$ cat config.mk
export PLATFORM = sky130hd
export DESIGN_NAME = mvm_uart_sequencer
export DESIGN_NICKNAME = d
export VERILOG_FILES = /design/src/rtl/mvm_uart_sequencer.sv
export SDC_FILE = /design/constraint.sdc
export NUM_CORES = 1
export LEC_CHECK = 0
export BUFFER_PORTS_ARGS = -buffer_cell sky130_fd_sc_hd__buf_2
export CAP_MARGIN = 25
export CORE_MARGIN = 4
export CORE_UTILIZATION = 52
export DETAILED_ROUTE_END_ITERATION = 16
export PLACE_DENSITY_LB_ADDON = 0.25
export SETUP_SLACK_MARGIN = 0.5
export SLEW_MARGIN = 20
export SYNTH_ARGS = -nofsm -noshare
export SYNTH_HDL_FRONTEND = slang
export SYNTH_SLANG_ARGS = --single-unit
export TNS_END_PERCENT = 100
$ cat constraint.sdc
create_clock -name clk -period 2.62 [get_ports clk]
set_input_delay 0.524 -clock clk [delete_from_list [all_inputs] [get_ports clk]]
set_output_delay 0.524 -clock clk [all_outputs]
set_load 0.02 [all_outputs]
$ cat src/rtl/mvm_uart_sequencer.sv
// rtl/mvm_uart_sequencer.sv - UART frame sequencer for the R x C matrix-vector multiply core.
// Optional frame checksum byte and chk_err port: define MVM_SEQ_CHECKSUM_EN.
module mvm_uart_sequencer #(
    parameter int R             = 2,
    parameter int C             = 2,
    parameter int W_K           = 4,
    parameter int W_X           = 4,
    parameter int W_Y_OUT       = 8,
    parameter int BITS_PER_WORD = 8
) (
    input  logic                       clk,
    input  logic                       rst,
    input  logic                       rx_valid,
    input  logic [BITS_PER_WORD-1:0]   rx_data,
    output logic [R*C*W_K-1:0]         k_flat,
    output logic [C*W_X-1:0]           x_flat,
    output logic                       mvm_start,
    input  logic                       mvm_done,
    input  logic [R*W_Y_OUT-1:0]       y_in,
    output logic [BITS_PER_WORD-1:0]   tx_data,
    output logic                       tx_valid,
    input  logic                       tx_ready,
    output logic                       busy,
    output logic                       overrun
`ifdef MVM_SEQ_CHECKSUM_EN
    ,
    output logic                       chk_err
`endif
);

    localparam int KN      = R * C;
    localparam int IDX_MAX = (KN > R) ? KN : R;
    localparam int IDX_W   = $clog2(IDX_MAX + 1);

    localparam logic [IDX_W-1:0] K_LAST = IDX_W'(KN - 1);
    localparam logic [IDX_W-1:0] X_LAST = IDX_W'(C - 1);
    localparam logic [IDX_W-1:0] Y_LAST = IDX_W'(R - 1);

    typedef enum logic [2:0] {
        S_LOAD_K,
        S_LOAD_X,
        S_CHECK,
        S_START,
        S_WAIT,
        S_SEND
    } state_t;

    state_t                 state;
    logic [IDX_W-1:0]       idx;
    logic [R*W_Y_OUT-1:0]   y_reg;
`ifdef MVM_SEQ_CHECKSUM_EN
    logic [BITS_PER_WORD-1:0] csum;
`endif

    // Only the low element bits of each byte are meaningful.
    logic unused_rx_bits;
    assign unused_rx_bits = ^rx_data;

    function automatic logic [BITS_PER_WORD-1:0] sext_y(input logic [W_Y_OUT-1:0] v);
        return BITS_PER_WORD'($signed(v));
    endfunction

    assign busy = !(state == S_LOAD_K && idx == '0);

    always_ff @(posedge clk or posedge rst) begin
        if (rst) begin
            state     <= S_LOAD_K;
            idx       <= '0;
            k_flat    <= '0;
            x_flat    <= '0;
            y_reg     <= '0;
            mvm_start <= 1'b0;
            tx_data   <= '0;
            tx_valid  <= 1'b0;
            overrun   <= 1'b0;
`ifdef MVM_SEQ_CHECKSUM_EN
            csum      <= '0;
            chk_err   <= 1'b0;
`endif
        end else begin
            mvm_start <= 1'b0;
`ifdef MVM_SEQ_CHECKSUM_EN
            chk_err   <= 1'b0;
`endif
            case (state)
                S_LOAD_K: begin
                    if (rx_valid) begin
                        k_flat[int'(idx)*W_K +: W_K] <= rx_data[W_K-1:0];
`ifdef MVM_SEQ_CHECKSUM_EN
                        csum <= (idx == '0) ? rx_data : (csum ^ rx_data);
`endif
                        if (idx == K_LAST) begin
                            idx   <= '0;
                            state <= S_LOAD_X;
                        end else begin
                            idx <= idx + IDX_W'(1);
                        end
                    end
                end
                S_LOAD_X: begin
                    if (rx_valid) begin
                        x_flat[int'(idx)*W_X +: W_X] <= rx_data[W_X-1:0];
`ifdef MVM_SEQ_CHECKSUM_EN
                        csum <= csum ^ rx_data;
`endif
                        if (idx == X_LAST) begin
                            idx <= '0;
`ifdef MVM_SEQ_CHECKSUM_EN
                            state <= S_CHECK;
`else
                            state     <= S_START;
                            mvm_start <= 1'b1;
`endif
                        end else begin
                            idx <= idx + IDX_W'(1);
                        end
                    end
                end
`ifdef MVM_SEQ_CHECKSUM_EN
                S_CHECK: begin
                    if (rx_valid) begin
                        if (rx_data == csum) begin
                            state     <= S_START;
                            mvm_start <= 1'b1;
                        end else begin
                            chk_err <= 1'b1;
                            state   <= S_LOAD_K;
                        end
                    end
                end
`endif
                S_START: begin
                    state <= S_WAIT;
                end
                S_WAIT: begin
                    if (mvm_done) begin
                        y_reg    <= y_in;
                        idx      <= '0;
                        tx_data  <= sext_y(y_in[0 +: W_Y_OUT]);
                        tx_valid <= 1'b1;
                        state    <= S_SEND;
                    end
                end
                S_SEND: begin
                    if (tx_ready) begin
                        if (idx == Y_LAST) begin
                            tx_valid <= 1'b0;
                            idx      <= '0;
                            state    <= S_LOAD_K;
                        end else begin
                            idx     <= idx + IDX_W'(1);
                            tx_data <= sext_y(y_reg[(int'(idx) + 1)*W_Y_OUT +: W_Y_OUT]);
                        end
                    end
                end
                default: begin
                    state <= S_LOAD_K;
                    idx   <= '0;
                end
            endcase

            // Bytes arriving while the frame is being processed or drained are lost.
            if (rx_valid && (state == S_START || state == S_WAIT || state == S_SEND))
                overrun <= 1'b1;
        end
    end

endmodule

==> qor.yml, run 1 <==
fin_tns_setup_ns: 0
dpl.hpwl_um: 3600
clkLatencyLatePin_ns: 0.30
async_flop_share_pct: 100
p_int_mw: 1.94
route.detailed.drc: 0
status: "complete, no violations"
yosys.area.top_type: "dfrtp_1"
ir_drop_mv: 0.699
yosysWarningCount: 0
grt_pass1_wl_um: 8230
hold_viol_final: 0
crit_required_ns: 2.81
utilization_pct: 68.2
worstMarginPinSlew_ns: 0.638
seqCellArea_um2: 1230
layout.nets: 300
synthFlopType: "dfrtp_1"
synth.area.mux_share_pct: 17.8
drtPass1Iterations: 4
cts_buffer_depth: 2
synth-simple-area-share_pct: 13.6
crit_buf_inv: 1
cts_tree: "done"
gp_congestion: 0.795
synth_area_leaders: "dfrtp_1, mux2_2, ha_1"
core_area_um2: 4140
synthCells: 198
critPathCaptureType: "flop"
synth-xor-area-share_pct: 0
max_slew_margin_pct: 57.4
grt_max_degree: 50
arrival_ns: 2.25
cpMaxStageDelayCell: "or4b_4"
initial_core_util_pct: 55.8
timing.final.crit_share_pct: 78.6
antenna_found_initial: 0
finalMaxSlewViolations: 0
p_total_mw: 3.32
synth_top_area_share_pct: 53.1
dr.first_iter.drc_count: 111
fin_area_um2: 2830
syn2layout_area_growth_pct: 22.3
power.leakage_nw: 1.40
wirelength_um: 4920
rsz0062_at_grt: "true"
grt_pass1_vias: 1760
seq_area_frac_synth_pct: 53.1
p_sw_mw: 1.38
fill_cells: 336
synth_area_um2: 2310
die_area_um2: 5570
cpLargestDelayFamily: "simple AND/OR/NAND/NOR gates"
comb_power_share_pct: 49.0
drive_gt1_share_pct: 43.8
pwr_density_cell_nw_per_um2: 1170
wl_per_cell_um: 15.6
largest_register_ffs: 16
ioPinCount: 65
syn_avg_cell_area_um2: 11.7
hp-class: "input port to async pin"
diodes: 0
crit_path_max_incr_delay_ns: 0.57
path_cells: "inv_2, ha_4, ha_4, nor2_1, nand2_2, or4b_4, mux2_2"
vias: 1692
netSwitchingFraction_pct: 41.5
power_frac_clock_pct: 13.2
die_h_um: 74.7
multi_input_area_um2: 1050
ys_seq_elements: 49
synth_cell_types: 36
maxCapViolations: 0
rows: 23
numClockSinks: 49
vias_per_cell: 5.37
synthAdderAreaFrac_pct: 3.79
hold_ws_ns: 0.236
synth_edf_count: 0
setup.worst_path.start_class: "flop"
registers.top_by_ff_count: "k_flat"
cts_max_level: 2
cts_made_buffers: 5
cp_common_cell: "ha_4"
overflow: 0
criticalPathCategory: "flop to flop"
fin_crit_ns: 2.06
clkTransAtPathRegs_ns: 0.09
dpl-instance-area_um2: 2690
track_usage_pct: 19.3
synth_compound_area_share_pct: 8.28
cts_root_buffer: "clkbuf_8"
power.share.sequential_pct: 37.8
syn-num-nets: 234
synth_top_family_by_area: "multiplexers"
numPortBuffers: 60
setup_viol: 0
holdBufCountCts: 0
finalClockSkew_ns: 0.00659
critPathMaxFanout: 8
ant_nets: 0
die_w_um: 74.7
maxClockFrequency_mhz: 486
[layout by cell type, fill, tap and decap left out, types with 8 or more instances in the layout]
cell type / instances
a31oi_1: 8
buf_2: 60
dfrtp_1: 48
inv_1: 9
mux2_2: 24
mux2i_1: 8
nand2_1: 12
nand3_1: 8
nor2_1: 16
o21ai_0: 9
[worst reg2reg max path: cells and delay by family (launching register included)]
kind	cells	cell delay, ns
and+or+nand+nor	3	0.79
muxes	1	0.30
buffers and inverters	1	0.07
adders and majority gates	2	0.41
DFF	1	0.39
[Yosys cell counts (2+ instances only)]
cell type	n
buf_2	5
clkbuf_1	2
ha_1	7
a31oi_1	8
a211oi_1	2
dfrtp_1	49
nand3_1	8
inv_1	13
mux2i_1	8
o21ai_0	9
nand3b_1	2
and3_1	4
a21o_1	2
nor3_2	2
a21oi_1	2
nor2_1	16
nand2_1	13
mux2_2	24
mux2_4	4
nor3_1	2
[path summary, 6_finish.rpt]
| kind | from | to | slack [ns] | cells past startpoint |
|---|---|---|---|---|
| worst max-delay path | idx[1] | k_flat[2] | 0.56 | 7 |
| worst min-delay path | rst | k_flat[5] | 0.24 | 3 |
| worst max register to register | idx[1] | k_flat[2] | 0.56 | 7 |
| worst min register to register | overrun | overrun | 0.47 | 1 |
| max in group asynchronous | rst | idx[2] | 2.14 | 3 |
| min in group clk | y_in[9] | y_reg[9] | 0.45 | 2 |
[repair_timing]
action | 4_1_cts | 5_1_grt
pin swaps | 0 | 1
setup endpoints to repair | 12 | 12
gates resized for setup | 2 | 7
buffers inserted | 1 | 2
[power groups by stage]
stage | Sequential, mW | Combinational, mW | Clock (mW)
after global placement | 1.25 | 1.51 | 0
after detailed placement | 1.27 | 1.54 | 0
final | 1.25 | 1.63 | 0.439
after global routing | 1.30 | 1.80 | 0.476
after floorplan | 1.48 | 0.888 | 0
after CTS | 1.25 | 1.57 | 0.455
[per-layer routing]
layer / vias to the layer above / global-route usage (%) / part of all wire, %
met5: - / 0 / 0
met4: 0 / 4.15 / 0.85
met3: 6 / 6.01 / 8.0
met2: 63 / 31.3 / 48
met1: 797 / 25.7 / 43
li1: 826 / - / -
[cell type report]
type	instances	area share (%)
clock buffers	7	2.70
clock inverters	1	0.266
inverters	13	1.73
multi-input cells	129	37.0
flip-flops and latches	49	43.4
well taps	50	2.21
repair buffers	66	12.7
[stage by stage]
step | cells | setup WS, ns
2_1_floorplan | 198 | 0.503
3_3_place_gp | 304 | 0.491
3_5_place_dp | 304 | 0.431
4_1_cts | 313 | 0.519
5_1_grt | 315 | 0.471
6_report | 315 | 0.561
[cell families (layout without fill, tap and decap cells)]
logic type | after synthesis | after routing
flip-flops | 49 | 49
adder cells (fa/ha/maj) | 7 | 7
multiplexers | 36 | 36
AND/OR/NAND/NOR | 58 | 58
buffers and inverters | 20 | 87
AO/OA/AOI/OAI | 28 | 28
Note: power is estimated with default switching activity, not from simulation.
==> inputs of run 2 (changes only) <==
--- a/config.mk
+++ b/config.mk
@@ -8,7 +8,7 @@
 export BUFFER_PORTS_ARGS = -buffer_cell sky130_fd_sc_hd__buf_2
 export CAP_MARGIN = 25
 export CORE_MARGIN = 4
-export CORE_UTILIZATION = 52
+export CORE_UTILIZATION = 47
 export DETAILED_ROUTE_END_ITERATION = 16
 export PLACE_DENSITY_LB_ADDON = 0.25
 export SETUP_SLACK_MARGIN = 0.5
==> constraint.sdc (replaced) <==
create_clock -name clk -period 1.7 [get_ports clk]
set_input_delay 0.34 -clock clk [delete_from_list [all_inputs] [get_ports clk]]
set_output_delay 0.34 -clock clk [all_outputs]
set_load 0.02 [all_outputs]
==> run 2 against run 1 <==
Net effect: the flow now finishes with violations (setup timing); via count is 35% higher; utilization up 19 points; sequential power rose by 60%; design area is 47% higher; die area rose by 9.5%; clock skew rose by 0.0026 ns; critical path depth grew 2; clock-buffer cell count decreased by 2; register-to-register slack worse by 0.90 ns; largest power group unchanged.
==> qor.yml, run 2 (synthesized netlist as in run 1, its figures left out) <==
cts_made_buffers: 5  # unchanged
pwr_density_cell_nw_per_um2: 2000  # +70%
clkLatencyLatePin_ns: 0.31  # about the same
grt_pass1_vias: 2008  # +14%
vias_per_cell: 5.50  # +2.4%
die_w_um: 78.1  # +4.6%
initial_core_util_pct: 48.6  # -7.2 points
maxCapViolations: 0  # unchanged
p_total_mw: 8.30  # +150%
overflow: 0  # unchanged
hold_viol_final: 0  # unchanged
worst_slack_ns: -0.334  # -0.895 ns
grt_max_degree: 50  # unchanged
holdBufCountCts: 0  # unchanged
die_h_um: 78.1  # +4.6%
ant_nets: 0  # unchanged
vias: 2283  # +35%
worstMarginPinSlew_ns: 0.422  # -0.217 ns
wl_per_cell_um: 20.9  # +34%
antenna_found_initial: 0  # unchanged
final_cells: 415  # +32%
critPathCaptureType: "flop"
power.leakage_nw: 1.99  # +42%
p_int_mw: 5.01  # +160%
numClockSinks: 49  # unchanged
dpl.hpwl_um: 3810  # +5.7%
setup_viol: 33  # +33
cts_buffer_depth: 2  # unchanged
diodes: 0  # unchanged
setup.worst_path.start_class: "flop"
clkTransAtPathRegs_ns: 0.10  # about the same
dp.cells: 347  # +14%
cts_root_buffer: "clkbuf_8"
cts_max_level: 2  # unchanged
dr.first_iter.drc_count: 108  # -2.7%
hp-class: "input port to async pin"
rows: 25  # +8.7%
rsz0062_at_grt: "true"
route.detailed.drc: 0  # unchanged
arrival_ns: 2.23  # -0.02 ns
criticalPathCategory: "flop to flop"
finalClockSkew_ns: 0.00921  # +0.00262 ns
gp_congestion: 0.858  # +7.9%
fill_cells: 206  # -39%
drive_gt1_share_pct: 68.7  # +25 points
die_area_um2: 6100  # +9.5%
cts_tree: "done"
power.share.sequential_pct: 24.1  # -14 points
violations: "setup timing"
registers.top_by_ff_count: "k_flat"
p_sw_mw: 3.29  # +140%
layout_common_cells: "buf_4, buf_6, dfrtp_1"
ioPinCount: 65  # unchanged
power_frac_clock_pct: 8.9  # -4.3 points
track_usage_pct: 20.7  # +1.4 points
ir_drop_mv: 1.30  # +86%
max_slew_margin_pct: 71.9  # +14 points
status: "finished, violations left"
maxClockFrequency_mhz: 492  # +1.2%
numPortBuffers: 60  # unchanged
finalMaxSlewViolations: 0  # unchanged
netSwitchingFraction_pct: 39.6  # -1.9 points
fin_tns_setup_ns: -6.58  # -6.58 ns
grt_pass1_wl_um: 9760  # +19%
wirelength_um: 8680  # +76%
syn2layout_area_growth_pct: 79.8
drtPass1Iterations: 4  # unchanged
layout.nets: 383  # +28%
crit_required_ns: 1.90  # -0.91 ns
timing.final.crit_share_pct: 120  # +41 points
critPathMaxFanout: 3  # -5
final_common_cell: "buf_4"
largest_register_ffs: 16  # unchanged
comb_power_share_pct: 67.0  # +18 points
core_area_um2: 4750  # +15%
fin_crit_ns: 2.03  # -0.0249 ns
run 2: changes by cell type in the layout (fill, tap and decap cells not counted), moves of 4 or more:
| cell | delta |
|---|---|
| buf_6 | +59 |
| buf_4 | +55 |
| buf_2 | -36 |
| mux2_2 | -17 |
| mux2_4 | +17 |
| nor2_1 | -13 |
| nor2_2 | +9 |
| and3_4 | +5 |
| nand2_1 | -5 |
| and3_1 | -4 |
| nor2_4 | +4 |
run 2: cell type report:
type                    instances  area [µm²]  share of cell area, %
clock buffers                   5        68.8                   1.66
clock inverters                 3        25.0                  0.602
inverters                      13        57.6                   1.39
multi-input cells             130        1350                   32.4
flip-flops and latches         49        1230                   29.5
well taps                      67        83.8                   2.02
repair buffers                148        1350                   32.4
run 2: timing repair:
item	in CTS	in global routing
setup buffers	21	36
pin swaps	13	18
endpoints found under the setup margin	70	85
resized for setup	64	90
gates cloned	1	2
run 2: final timing paths:
| check | from | to | slack [ns] | cells past startpoint |
|---|---|---|---|---|
| min in group clk | rx_valid | overrun | 0.26 | 2 |
| hold reg to reg | y_reg[12] | y_reg[12] | 0.53 | 1 |
| max in group asynchronous | rst | idx[2] | 1.39 | 3 |
| setup / recovery | idx[0] | k_flat[10] | -0.33 | 9 |
| hold / removal | rst | y_reg[15] | 0.08 | 3 |
| setup reg to reg | idx[0] | k_flat[10] | -0.33 | 9 |
run 2: power by group through the flow:
stage               sequential (mW)  combinational (mW)  clock (mW)
global placement               1.87                2.99           0
detailed placement             1.89                3.04           0
CTS                            1.91                3.78       0.732
finish                         2.00                5.56       0.737
floorplan                      2.29                1.58           0
global route                   2.05                5.82       0.798
run 2: per-layer routing:
metal  part of all wire [%]  wire (µm)  vias up  track usage, %
met5                      0          0        -               0
met4                    2.6        226        0            8.04
met3                    6.1        531       22            4.13
met2                     52       4520      111            35.4
met1                     39       3400     1158            25.6
li1                       -          -      992               -
run 2: critical path: stages, from the launching register on:
cell	delay (ns)
dfrtp_1	0.43
inv_4	0.06
ha_4	0.17
ha_4	0.30
buf_4	0.12
buf_6	0.09
o211ai_1	0.13
nor2_2	0.16
buf_4	0.13
mux2_2	0.33
run 2: metrics by stage:
step / area [µm²] / worst slack, ns / utilization (%) / hold WS, ns
6_report: 4160 / -0.334 / 87.4 / 0.0810
5_1_grt: 4160 / -0.389 / 87.4 / 0.106
4_1_cts: 3500 / -0.234 / 73.6 / 0.0897
3_5_place_dp: 3020 / -0.260 / 63.6 / 0.426
3_3_place_gp: 3020 / -0.212 / 63.6 / 0.416
2_1_floorplan: 2450 / -0.363 / - / 0.376
==> inputs of run 3 (changes only) <==
--- a/config.mk
+++ b/config.mk
@@ -6,7 +6,7 @@
 export NUM_CORES = 1
 export LEC_CHECK = 0
 export BUFFER_PORTS_ARGS = -buffer_cell sky130_fd_sc_hd__buf_2
-export CAP_MARGIN = 25
+export CAP_MARGIN = 0
 export CORE_MARGIN = 4
 export CORE_UTILIZATION = 47
 export DETAILED_ROUTE_END_ITERATION = 16
@@ -16,4 +16,4 @@
 export SYNTH_ARGS = -nofsm -noshare
 export SYNTH_HDL_FRONTEND = slang
 export SYNTH_SLANG_ARGS = --single-unit
-export TNS_END_PERCENT = 100
+export TNS_END_PERCENT = 50
==> run 3 against run 2 <==
Net effect: combinational power shrank 29%; sequential power down 3%; critical path depth down 2; sequential cell count unchanged; die area did not move; power shrank 19%; via count decreased by 17%; first-iteration DRC count fell by 34%; final cell count decreased by 11%; the run still ends with setup timing left.
==> qor.yml, run 3 (synthesized netlist as in run 1, its figures left out) <==
worst-r2r-setup-slack_ns: -0.30  # +0.03 ns
finalMaxSlewViolations: 0  # unchanged
die_h_um: 78.1  # unchanged
critPathMaxFanout: 4  # +1
overflow: 0  # unchanged
drive_gt1_share_pct: 56.3  # -12 points
grt_max_degree: 50  # unchanged
path_cells: "inv_4, ha_4, ha_4, nor2_4, nand2_2, or4b_4, mux2_4"
antenna_found_initial: 0  # unchanged
grt_pass1_vias: 1910  # -4.9%
layout_common_cells: "dfrtp_1, buf_6, buf_2"
drtPass1Iterations: 4  # unchanged
cp_common_cell: "ha_4"
crit_required_ns: 1.89  # about the same
ir_drop_mv: 1.03  # -21%
r2r_start: "idx[0]"
largest_register_ffs: 16  # unchanged
wirelength_um: 5910  # -32%
maxClockFrequency_mhz: 499  # +1.5%
fill_cells: 339  # +65%
dpl.hpwl_um: 3860  # +1.5%
critPathCaptureType: "flop"
setup_viol: 24  # -27%
registers.top_by_ff_count: "k_flat"
clkTransAtPathRegs_ns: 0.09  # about the same
crit_start: "idx[0]"
hold_viol_final: 0  # unchanged
worst_slack_ns: -0.304  # +0.0298 ns
violations: "setup timing"
worstMarginPinSlew_ns: 0.279  # -0.143 ns
seqCellArea_um2: 1230  # unchanged
die_area_um2: 6100  # unchanged
gp_congestion: 0.833  # -2.8%
ant_nets: 0  # unchanged
hp-class: "input port to async pin"
cts_root_buffer: "clkbuf_8"
final_cells: 371  # -11%
final_common_cell: "dfrtp_1"
maxCapViolations: 0  # unchanged
cts_made_buffers: 5  # unchanged
cts_max_level: 2  # unchanged
initial_core_util_pct: 48.6  # unchanged
timing.final.crit_share_pct: 118  # -1.8 points
setup.worst_path.start_class: "flop"
rr_worst_depth: 7  # -2
layout.nets: 339  # -11%
crit_path_max_incr_delay_ns: 0.56  # +0.13 ns
vias: 1894  # -17%
r2r-end: "k_flat[1]"
cts_tree: "done"
core_area_um2: 4750  # unchanged
crit_buf_inv: 1  # -3
diodes: 0  # unchanged
grt_pass1_wl_um: 9560  # -2.1%
route.detailed.drc: 0  # unchanged
numClockSinks: 49  # unchanged
pwr_density_cell_nw_per_um2: 1900  # -5.0%
arrival_ns: 2.20  # -0.03 ns
finalClockSkew_ns: 0.0109  # +0.00169 ns
cts_buffer_depth: 2  # unchanged
die_w_um: 78.1  # unchanged
fin_crit_ns: 2.00  # -0.0298 ns
rows: 25  # unchanged
fin_area_um2: 3540  # -15%
numPortBuffers: 60  # unchanged
dp.cells: 347  # unchanged
cpLargestDelayFamily: "simple AND/OR/NAND/NOR gates"
track_usage_pct: 20.4  # -0.29 points
crit_end: "k_flat[1]"
max_slew_margin_pct: 81.3  # +9.4 points
rsz0062_at_grt: "true"
dr.first_iter.drc_count: 71  # -34%
wl_per_cell_um: 15.9  # -24%
fin_tns_setup_ns: -5.61  # +0.966 ns
ioPinCount: 65  # unchanged
clkLatencyLatePin_ns: 0.31  # about the same
cpMaxStageDelayCell: "or4b_4"
vias_per_cell: 5.11  # -7.2%
multi_input_area_um2: 1190  # -11%
path_depth: 7  # -2
criticalPathCategory: "flop to flop"
status: "finished, violations left"
syn2layout_area_growth_pct: 53.2
dpl-instance-area_um2: 3020  # -0.12%
power.leakage_nw: 1.71  # -14%
-- run 3: metal layers --
| metal | track usage, % | wire length [µm] | up-vias |
|---|---|---|---|
| met4 | 6.47 | 116 | 0 |
| met3 | 5.62 | 345 | 11 |
| met1 | 25.7 | 2540 | 923 |
| met5 | 0 | 0 | - |
| met2 | 34.0 | 2900 | 53 |
| li1 | - | - | 907 |
-- run 3: final cells by class --
class | instances | area share, %
clock buffer | 6 | 2.05
tap | 67 | 2.37
timing repair buffer | 104 | 24.5
multi-input combinational | 130 | 33.7
clock inverter | 2 | 1.10
inverter | 13 | 1.63
sequential | 49 | 34.7
-- run 3: power by group --
part	switching [mW]	leakage [nW]	internal [mW]	total, mW
Sequential	0.304	0.614	1.63	1.93
Combinational	1.85	1.04	2.11	3.95
Clock	0.391	0.0554	0.442	0.833
Total	2.54	1.71	4.18	6.72
-- run 3: worst min-delay path by stage --
stage                  to  slack, ns  start
2_1_floorplan      idx[0]       0.38    rst
3_3_place_gp    y_reg[10]       0.42    rst
3_5_place_dp   tx_data[2]       0.42    rst
4_1_cts        tx_data[2]       0.09    rst
5_1_grt         y_reg[10]       0.08    rst
6_report        y_reg[10]       0.07    rst
-- run 3: tightest hold or removal path, delay by kind of cell --
family,cells,cell delay (ns)
buffers and inverters,3,0.42
-- run 3: stage by stage --
stage	hold slack [ns]	worst slack, ns	utilization [%]	total power, mW
2_1_floorplan	0.376	-0.363	-	3.86
3_3_place_gp	0.421	-0.210	63.5	4.88
3_5_place_dp	0.424	-0.248	63.5	4.95
4_1_cts	0.0874	-0.234	72.3	6.42
5_1_grt	0.0834	-0.371	74.5	7.13
6_report	0.0666	-0.304	74.5	6.72
-- run 3: timing repair --
action                                  4_1_cts  5_1_grt
hold buffers                                  0        0
endpoints found under the hold margin         0        0
gates cloned                                  1        0
endpoints found under the setup margin       66       84
gates resized for setup                      60       27
buffers inserted                             14        1
pin swaps                                    10        8
